[src/rtl/pipe_hazard_ctrl.sv]
// -----------------------------------------------------------------------------
// pipe_hazard_ctrl
//
// Central hazard sequencer for a 5-stage pipeline (fetch/decode/execute/mem/wb).
// It produces the execute-stage operand forwarding selects and the per-stage
// stall, bubble and flush controls for three hazard sources:
//   - load-use: a load in execute feeds the instruction in decode,
//   - data-memory wait states: the mem stage waits for dmem_ack,
//   - taken branches/jumps resolved in the mem stage.
// It holds no datapath values, only register numbers and control bits.
//
// Ports
//   clk, rst_n              core clock, synchronous active-low reset
//   dec_rs1_i/dec_rs2_i     source registers of the decode instruction
//   dec_use_rs1_i/_rs2_i    decode instruction really reads rs1/rs2
//   ex_rs1_i/ex_rs2_i       source registers of the execute instruction
//   ex_rd_i                 destination register in execute
//   ex_writeback_i          execute instruction writes a register
//   ex_mem_r_i              execute instruction is a load
//   mem_rd_i, mem_writeback_i  destination / write flag in mem
//   wb_rd_i, wb_writeback_i    destination / write flag in writeback
//   brnch_taken_i           mem-stage branch/jump resolved taken
//   dmem_req_i, dmem_ack_i  data-memory request / completion
//   fwd_a_sel_o/fwd_b_sel_o 00 regfile, 01 mem result, 10 wb result
//   stall_if_o, stall_dec_o, stall_mem_o   hold the named pipeline registers
//   bubble_ex_o             load a NOP into execute
//   flush_dec_o, flush_ex_o zero the control bits of decode/execute
//   pc_redirect_o           fetch takes the branch target
//   mem_timeout_o           sticky: a dmem wait exceeded MEM_TIMEOUT cycles
// -----------------------------------------------------------------------------
module pipe_hazard_ctrl #(
    parameter int unsigned REG_W       = 6,
    parameter int unsigned MEM_TIMEOUT = 255,
    parameter int unsigned FLUSH_CYC   = 2
) (
    input  logic             clk,
    input  logic             rst_n,
    input  logic [REG_W-1:0] dec_rs1_i,
    input  logic [REG_W-1:0] dec_rs2_i,
    input  logic             dec_use_rs1_i,
    input  logic             dec_use_rs2_i,
    input  logic [REG_W-1:0] ex_rs1_i,
    input  logic [REG_W-1:0] ex_rs2_i,
    input  logic [REG_W-1:0] ex_rd_i,
    input  logic             ex_writeback_i,
    input  logic             ex_mem_r_i,
    input  logic [REG_W-1:0] mem_rd_i,
    input  logic             mem_writeback_i,
    input  logic [REG_W-1:0] wb_rd_i,
    input  logic             wb_writeback_i,
    input  logic             brnch_taken_i,
    input  logic             dmem_req_i,
    input  logic             dmem_ack_i,
    output logic [1:0]       fwd_a_sel_o,
    output logic [1:0]       fwd_b_sel_o,
    output logic             stall_if_o,
    output logic             stall_dec_o,
    output logic             bubble_ex_o,
    output logic             stall_mem_o,
    output logic             flush_dec_o,
    output logic             flush_ex_o,
    output logic             pc_redirect_o,
    output logic             mem_timeout_o
);

    localparam int unsigned CW = (MEM_TIMEOUT > 1) ? $clog2(MEM_TIMEOUT + 1) : 1;
    localparam int unsigned RW = (FLUSH_CYC > 2) ? $clog2(FLUSH_CYC) : 1;
    localparam logic [CW-1:0] WAIT_MAX   = CW'(MEM_TIMEOUT);
    // Last REDIRECT count value: REDIRECT lasts FLUSH_CYC-1 cycles after the
    // branch cycle itself.
    localparam logic [RW-1:0] REDIR_LAST = RW'((FLUSH_CYC > 1) ? FLUSH_CYC - 2 : 0);

    typedef enum logic [1:0] {
        ST_RUN      = 2'd0,
        ST_MEM_WAIT = 2'd1,
        ST_REDIRECT = 2'd2
    } state_e;

    state_e        state_q, state_d;
    logic [CW-1:0] wait_cnt_q, wait_cnt_d;
    logic [RW-1:0] redir_cnt_q, redir_cnt_d;
    logic          timeout_q, timeout_d;

    logic mem_stall;
    logic load_use;

    // Forwarding select for one execute source register; mem has priority
    // over wb because it holds the younger value.
    function automatic logic [1:0] fwd_sel(input logic [REG_W-1:0] rs);
        if (rs == '0)                         return 2'b00;
        else if (mem_writeback_i && mem_rd_i == rs) return 2'b01;
        else if (wb_writeback_i && wb_rd_i == rs)   return 2'b10;
        else                                  return 2'b00;
    endfunction

    assign mem_stall = dmem_req_i && !dmem_ack_i;

    assign load_use = ex_mem_r_i && ex_writeback_i && (ex_rd_i != '0) &&
                      ((dec_use_rs1_i && dec_rs1_i == ex_rd_i) ||
                       (dec_use_rs2_i && dec_rs2_i == ex_rd_i));

    // Next-state logic. RUN and MEM_WAIT share the same exits: a wait ends as
    // soon as the stall condition drops, and a branch held in mem during the
    // wait is taken on that same cycle. REDIRECT freezes while memory stalls
    // so the wrong-path instruction it is draining is still flushed.
    always_comb begin
        // NOTE: every variable gets a default first so no path can infer a latch.
        state_d     = state_q;
        redir_cnt_d = redir_cnt_q;
        wait_cnt_d  = '0;
        timeout_d   = timeout_q;

        if (mem_stall) begin
            if (wait_cnt_q == WAIT_MAX) begin
                wait_cnt_d = wait_cnt_q;
                timeout_d  = 1'b1;
            end else begin
                wait_cnt_d = wait_cnt_q + 1'b1;
            end
        end

        case (state_q)
            ST_RUN, ST_MEM_WAIT: begin
                redir_cnt_d = '0;
                if (mem_stall)
                    state_d = ST_MEM_WAIT;
                else if (brnch_taken_i && FLUSH_CYC > 1)
                    state_d = ST_REDIRECT;
                else
                    state_d = ST_RUN;
            end
            ST_REDIRECT: begin
                if (!mem_stall) begin
                    if (redir_cnt_q == REDIR_LAST) begin
                        state_d     = ST_RUN;
                        redir_cnt_d = '0;
                    end else begin
                        redir_cnt_d = redir_cnt_q + 1'b1;
                    end
                end
            end
            default: begin
                state_d     = ST_RUN;
                redir_cnt_d = '0;
            end
        endcase
    end

    // Output decode, highest priority first; everything is held low while
    // reset is asserted.
    always_comb begin
        fwd_a_sel_o   = 2'b00;
        fwd_b_sel_o   = 2'b00;
        stall_if_o    = 1'b0;
        stall_dec_o   = 1'b0;
        bubble_ex_o   = 1'b0;
        stall_mem_o   = 1'b0;
        flush_dec_o   = 1'b0;
        flush_ex_o    = 1'b0;
        pc_redirect_o = 1'b0;
        mem_timeout_o = 1'b0;

        if (rst_n) begin
            fwd_a_sel_o   = fwd_sel(ex_rs1_i);
            fwd_b_sel_o   = fwd_sel(ex_rs2_i);
            mem_timeout_o = timeout_q;

            if (mem_stall) begin
                stall_if_o  = 1'b1;
                stall_dec_o = 1'b1;
                stall_mem_o = 1'b1;
            end else if (state_q != ST_REDIRECT && brnch_taken_i) begin
                // The branch squashes the load-use consumer, so no bubble.
                pc_redirect_o = 1'b1;
                flush_dec_o   = 1'b1;
                flush_ex_o    = 1'b1;
            end else if (state_q == ST_REDIRECT) begin
                flush_dec_o = 1'b1;
            end else if (load_use) begin
                // Self-clearing: next cycle the load sits in mem and forwarding
                // covers the dependency.
                stall_if_o  = 1'b1;
                stall_dec_o = 1'b1;
                bubble_ex_o = 1'b1;
            end
        end
    end

    always_ff @(posedge clk) begin
        // NOTE: state registers use non-blocking assignments so all of them
        // update together from the values sampled at this edge.
        if (!rst_n) begin
            state_q     <= ST_RUN;
            wait_cnt_q  <= '0;
            redir_cnt_q <= '0;
            timeout_q   <= 1'b0;
        end else begin
            state_q     <= state_d;
            wait_cnt_q  <= wait_cnt_d;
            redir_cnt_q <= redir_cnt_d;
            timeout_q   <= timeout_d;
        end
    end

endmodule

[config.mk]
export PLATFORM = sky130hd
export DESIGN_NAME = pipe_hazard_ctrl
export DESIGN_NICKNAME = d
export VERILOG_FILES = /design/src/rtl/pipe_hazard_ctrl.sv
export SDC_FILE = /design/constraint.sdc
export NUM_CORES = 1
export LEC_CHECK = 0
export BUFFER_PORTS_ARGS = -buffer_cell sky130_fd_sc_hd__clkbuf_2
export CORE_MARGIN = 10
export CORE_UTILIZATION = 43
export DETAILED_ROUTE_END_ITERATION = 12
export HOLD_SLACK_MARGIN = 0.06
export PLACE_DENSITY = 0.78
export SKIP_LAST_GASP = 1
export SLEW_MARGIN = 20
export SYNTH_ARGS = -nofsm -noshare
export SYNTH_HDL_FRONTEND = slang
export SYNTH_SLANG_ARGS = --single-unit
[constraint.sdc]
create_clock -name clk -period 3.5 [get_ports clk]
set_input_delay 0.35 -clock clk [delete_from_list [all_inputs] [get_ports clk]]
set_output_delay 0.35 -clock clk [all_outputs]
set_load 0.1 [all_outputs]
==> metrics.md <==
| Metric | Value |
|---|---|
| Share of the synthesized area in the top cell type | `21.39%` |
| Seq/Total Area, Yosys | `21.39%` |
| Async SR Flop Fraction | `0%` |
| Worst-Margin Slew | `0.5622 ns` |
| HP Start | `rst_n` |
| Worst path max stage delay | `0.47 ns` |
| First-pass GRT wire length | `5064 um` |
| Die ar. | `4752 um^2` |
| Final period util | `58.45%` |
| Simple-gate area share of the yosys netlist | `35.97%` |
| Vias per cell | `5.310` |
| CP Cell Sequence | `clkbuf_2 > xnor2_1 > nand4_1 > nor4_1 > and3_1 > clkbuf_2` |
| CTS root buf | `clkbuf_4` |
| Nets | `253` |
| Initial drt markers | `26` |
| Top cells by count, synth | `xor2_1 (20), xnor2_1 (18), nor2_1 (17)` |
| Pwr dens | `248.9 nW/um^2` |
| Worst-Skew Late Latency | `0.27 ns` |
| Routed wire length | `3349 um` |
| Global placement routability congestion | `0.8932` |
| Bufs and invs on worst path | `2` |
| Fin. Hold Viols | `0` |
| Cells taking the most area after synthesis | `dfxtp_1 (21%), xor2_1 (17%), xnor2_1 (15%), nor2_1 (6.2%), nor4_1 (4.3%)` |
| Reg-to-reg startpoint | `wait_cnt_q[0]` |
| Compound-Gate Fraction of Synth Area | `6.926%` |
| Most numerous cell in the Yosys netlist | `xor2_1` |
| Pre-CTS setup slack | `1.465 ns` |
| Final Critical Period | `2.046 ns` |
| CTS Buf Count | `3` |
| First-pass detailed-route iteration total | `5` |
| Worst-path clk slew | `0.07 ns` |
| Syn_area_per_cell | `7.742 um^2` |
| Placed wire-length estimate | `2969 um` |
| Die Ht | `68.94 um` |
| Reg2reg end | `wait_cnt_q[6]` |
| Worst-path fanout max | `3` |
| Buffers on Ports | `64` |
| Unrepaired setup endpoints after global routing | `no` |
| Vias | `1,200` |
| # resized after CTS | `0` |
| Worst VDD drop | `0.2072 mV` |
| Global route overflow | `0` |
| Fmax | `488.8 MHz` |
| Min-Delay Endpoint | `state_q[1]` |
| Share of cells above drive strength 1 | `35.86%` |
| Number of setup violations in the final report | `0` |
| Worst path slowest cell | `clkbuf_2` |
| CORE AREA | `2255 um^2` |
| EDFF count, synth | `0` |
| Worst path top cell family by delay | `buffers and inverters` |
| Slew headroom | `62.68%` |
| Startpoint types | `input pin` |
| Syn nets | `187` |
| Netlist Area Pre-Place | `1030 um^2` |
| Most used cell, CP | `clkbuf_2` |
| LEAKAGE | `0.6592 nW` |
| Die X | `68.94 um` |
| Pwr Total | `0.3466 mW` |
| # hold bufs at CTS | `0` |
| GR Util All Layers | `13.24%` |
| H-tree depth | `1` |
| DRC | `0` |
| Flop-to-flop setup slack | `2.10 ns` |
| Post-synth cell types | `29` |
| Slack of the critical path | `1.454 ns` |
| Setup bufs post-CTS | `0` |
| P&R area growth vs syn | `35.24%` |
| Synth Area in Adders | `1.215%` |
| Drt wl/cell | `14.82 um` |
| Largest family of logic cells by synthesized area | `simple AND/OR/NAND/NOR gates` |
| CTS tree | `yes` |
| Clk_skew | `0.0002847 ns` |
| Initial antenna violation count | `0` |
| Crit path DAT | `1.70 ns` |
| Yosys reg bits | `11` |
| Max clock buf depth | `2` |
| Crit path kind | `in -> out` |
| Slew Viols, Final | `0` |
| # diodes | `0` |
| Number of clock sinks | `11` |
| Final ANT Viol Nets | `0` |
| Post-synthesis mux area share | `0%` |
| Initial core utilization | `45.67%` |
| Hold depth | `2` |
| Type of destination of the critical path | `output pin` |
| Num ports | `65` |
| Xor/xnor share of the synthesized area | `32.32%` |
| Status | `finished clean` |
| Worst-case reg-to-reg path depth | `4` |
| Synthesized instance count | `133` |
| Yosys top cell by area | `dfxtp_1` |
| Max-cap viol count | `0` |
| Worst Hold Slack | `0.4008 ns` |
| Req. time, crit path | `3.15 ns` |
| Ys Warns | `0` |
| # rows | `17` |
| HP Class | `in -> reg` |
| Vias in the first global route | `1,235` |
| Synth Flop Type | `dfxtp_1` |
| Largest net degree at the start of global routing | `12` |
| Setup tns final | `0 ns` |
metrics by stage:
stage                     instance area, um^2  utilization (%)  cells
final                                    1393            61.76    226
after global routing                     1393            61.76    226
after CTS                                1393            61.76    226
after detailed placement                 1366            60.60    222
after global placement                   1366            60.60    222
after floorplan                          1030                -    133
metal layers:
| layer | wire, um | GRT usage (%) | share of wire (%) | vias to the layer above |
|---|---|---|---|---|
| met3 | 429 | 4.187 | 13 | 8 |
| met4 | 75 | 4.433 | 2.2 | 0 |
| met5 | 0 | 0 | 0 | - |
| met1 | 1300 | 14.22 | 39 | 536 |
| li1 | - | - | - | 605 |
| met2 | 1543 | 23.86 | 46 | 51 |
logic make-up after synthesis:
kind of cell / count (synthesis)
XOR/XNOR: 38
AND/OR/NAND/NOR: 69
buffers and inverters: 4
flip-flops: 11
adder cells (fa/ha/maj): 1
AO/OA/AOI/OAI: 10
cells in the final DEF (no fill, tap or decap), types with 2 or more instances in the layout:
cell type	instances
clkbuf_2	64
xor2_1	20
xnor2_1	18
nor2_1	17
nand2_1	11
dfxtp_1	11
nor4_1	7
nand3_1	7
nor3_1	7
nand4_1	5
and3_1	5
clkbuf_4	3
nor2b_1	2
and2_1	2
nand2b_1	2
o21ai_0	2
area by class of cell:
| cell class | instances | area (um^2) |
|---|---|---|
| clock buffers | 4 | 26.28 |
| fillers | 216 | 862.1 |
| inverters | 1 | 3.754 |
| multi-input cells | 118 | 787.0 |
| flip-flops and latches | 11 | 220.2 |
| well taps | 28 | 35.03 |
| repair buffers | 64 | 320.3 |
state kept, by name (all words and copies together) (netlist names):
| name | count |
|---|---|
| wait_cnt_q | 8 |
| state_q | 2 |
| timeout_q | 1 |
worst max path at each step:
| stage | from | to | slack (ns) | depth (start not counted) |
|---|---|---|---|---|
| finish | ex_rs1_i[0] | fwd_a_sel_o[0] | 1.45 | 6 |
| global route | ex_rs1_i[0] | fwd_a_sel_o[0] | 1.29 | 6 |
| CTS | ex_rs1_i[0] | fwd_a_sel_o[0] | 1.46 | 6 |
| detailed placement | ex_rs1_i[0] | fwd_a_sel_o[0] | 1.46 | 6 |
| global placement | ex_rs2_i[1] | fwd_b_sel_o[1] | 1.50 | 6 |
| floorplan | ex_rd_i[4] | bubble_ex_o | 0.29 | 4 |
report_power, final:
part,internal (mW),switching [mW]
logic,0.0524,0.0777
clock network,0.0441,0.0441
registers,0.127,0.00135
total,0.223,0.123
Note: power is estimated with default switching activity, not from simulation.
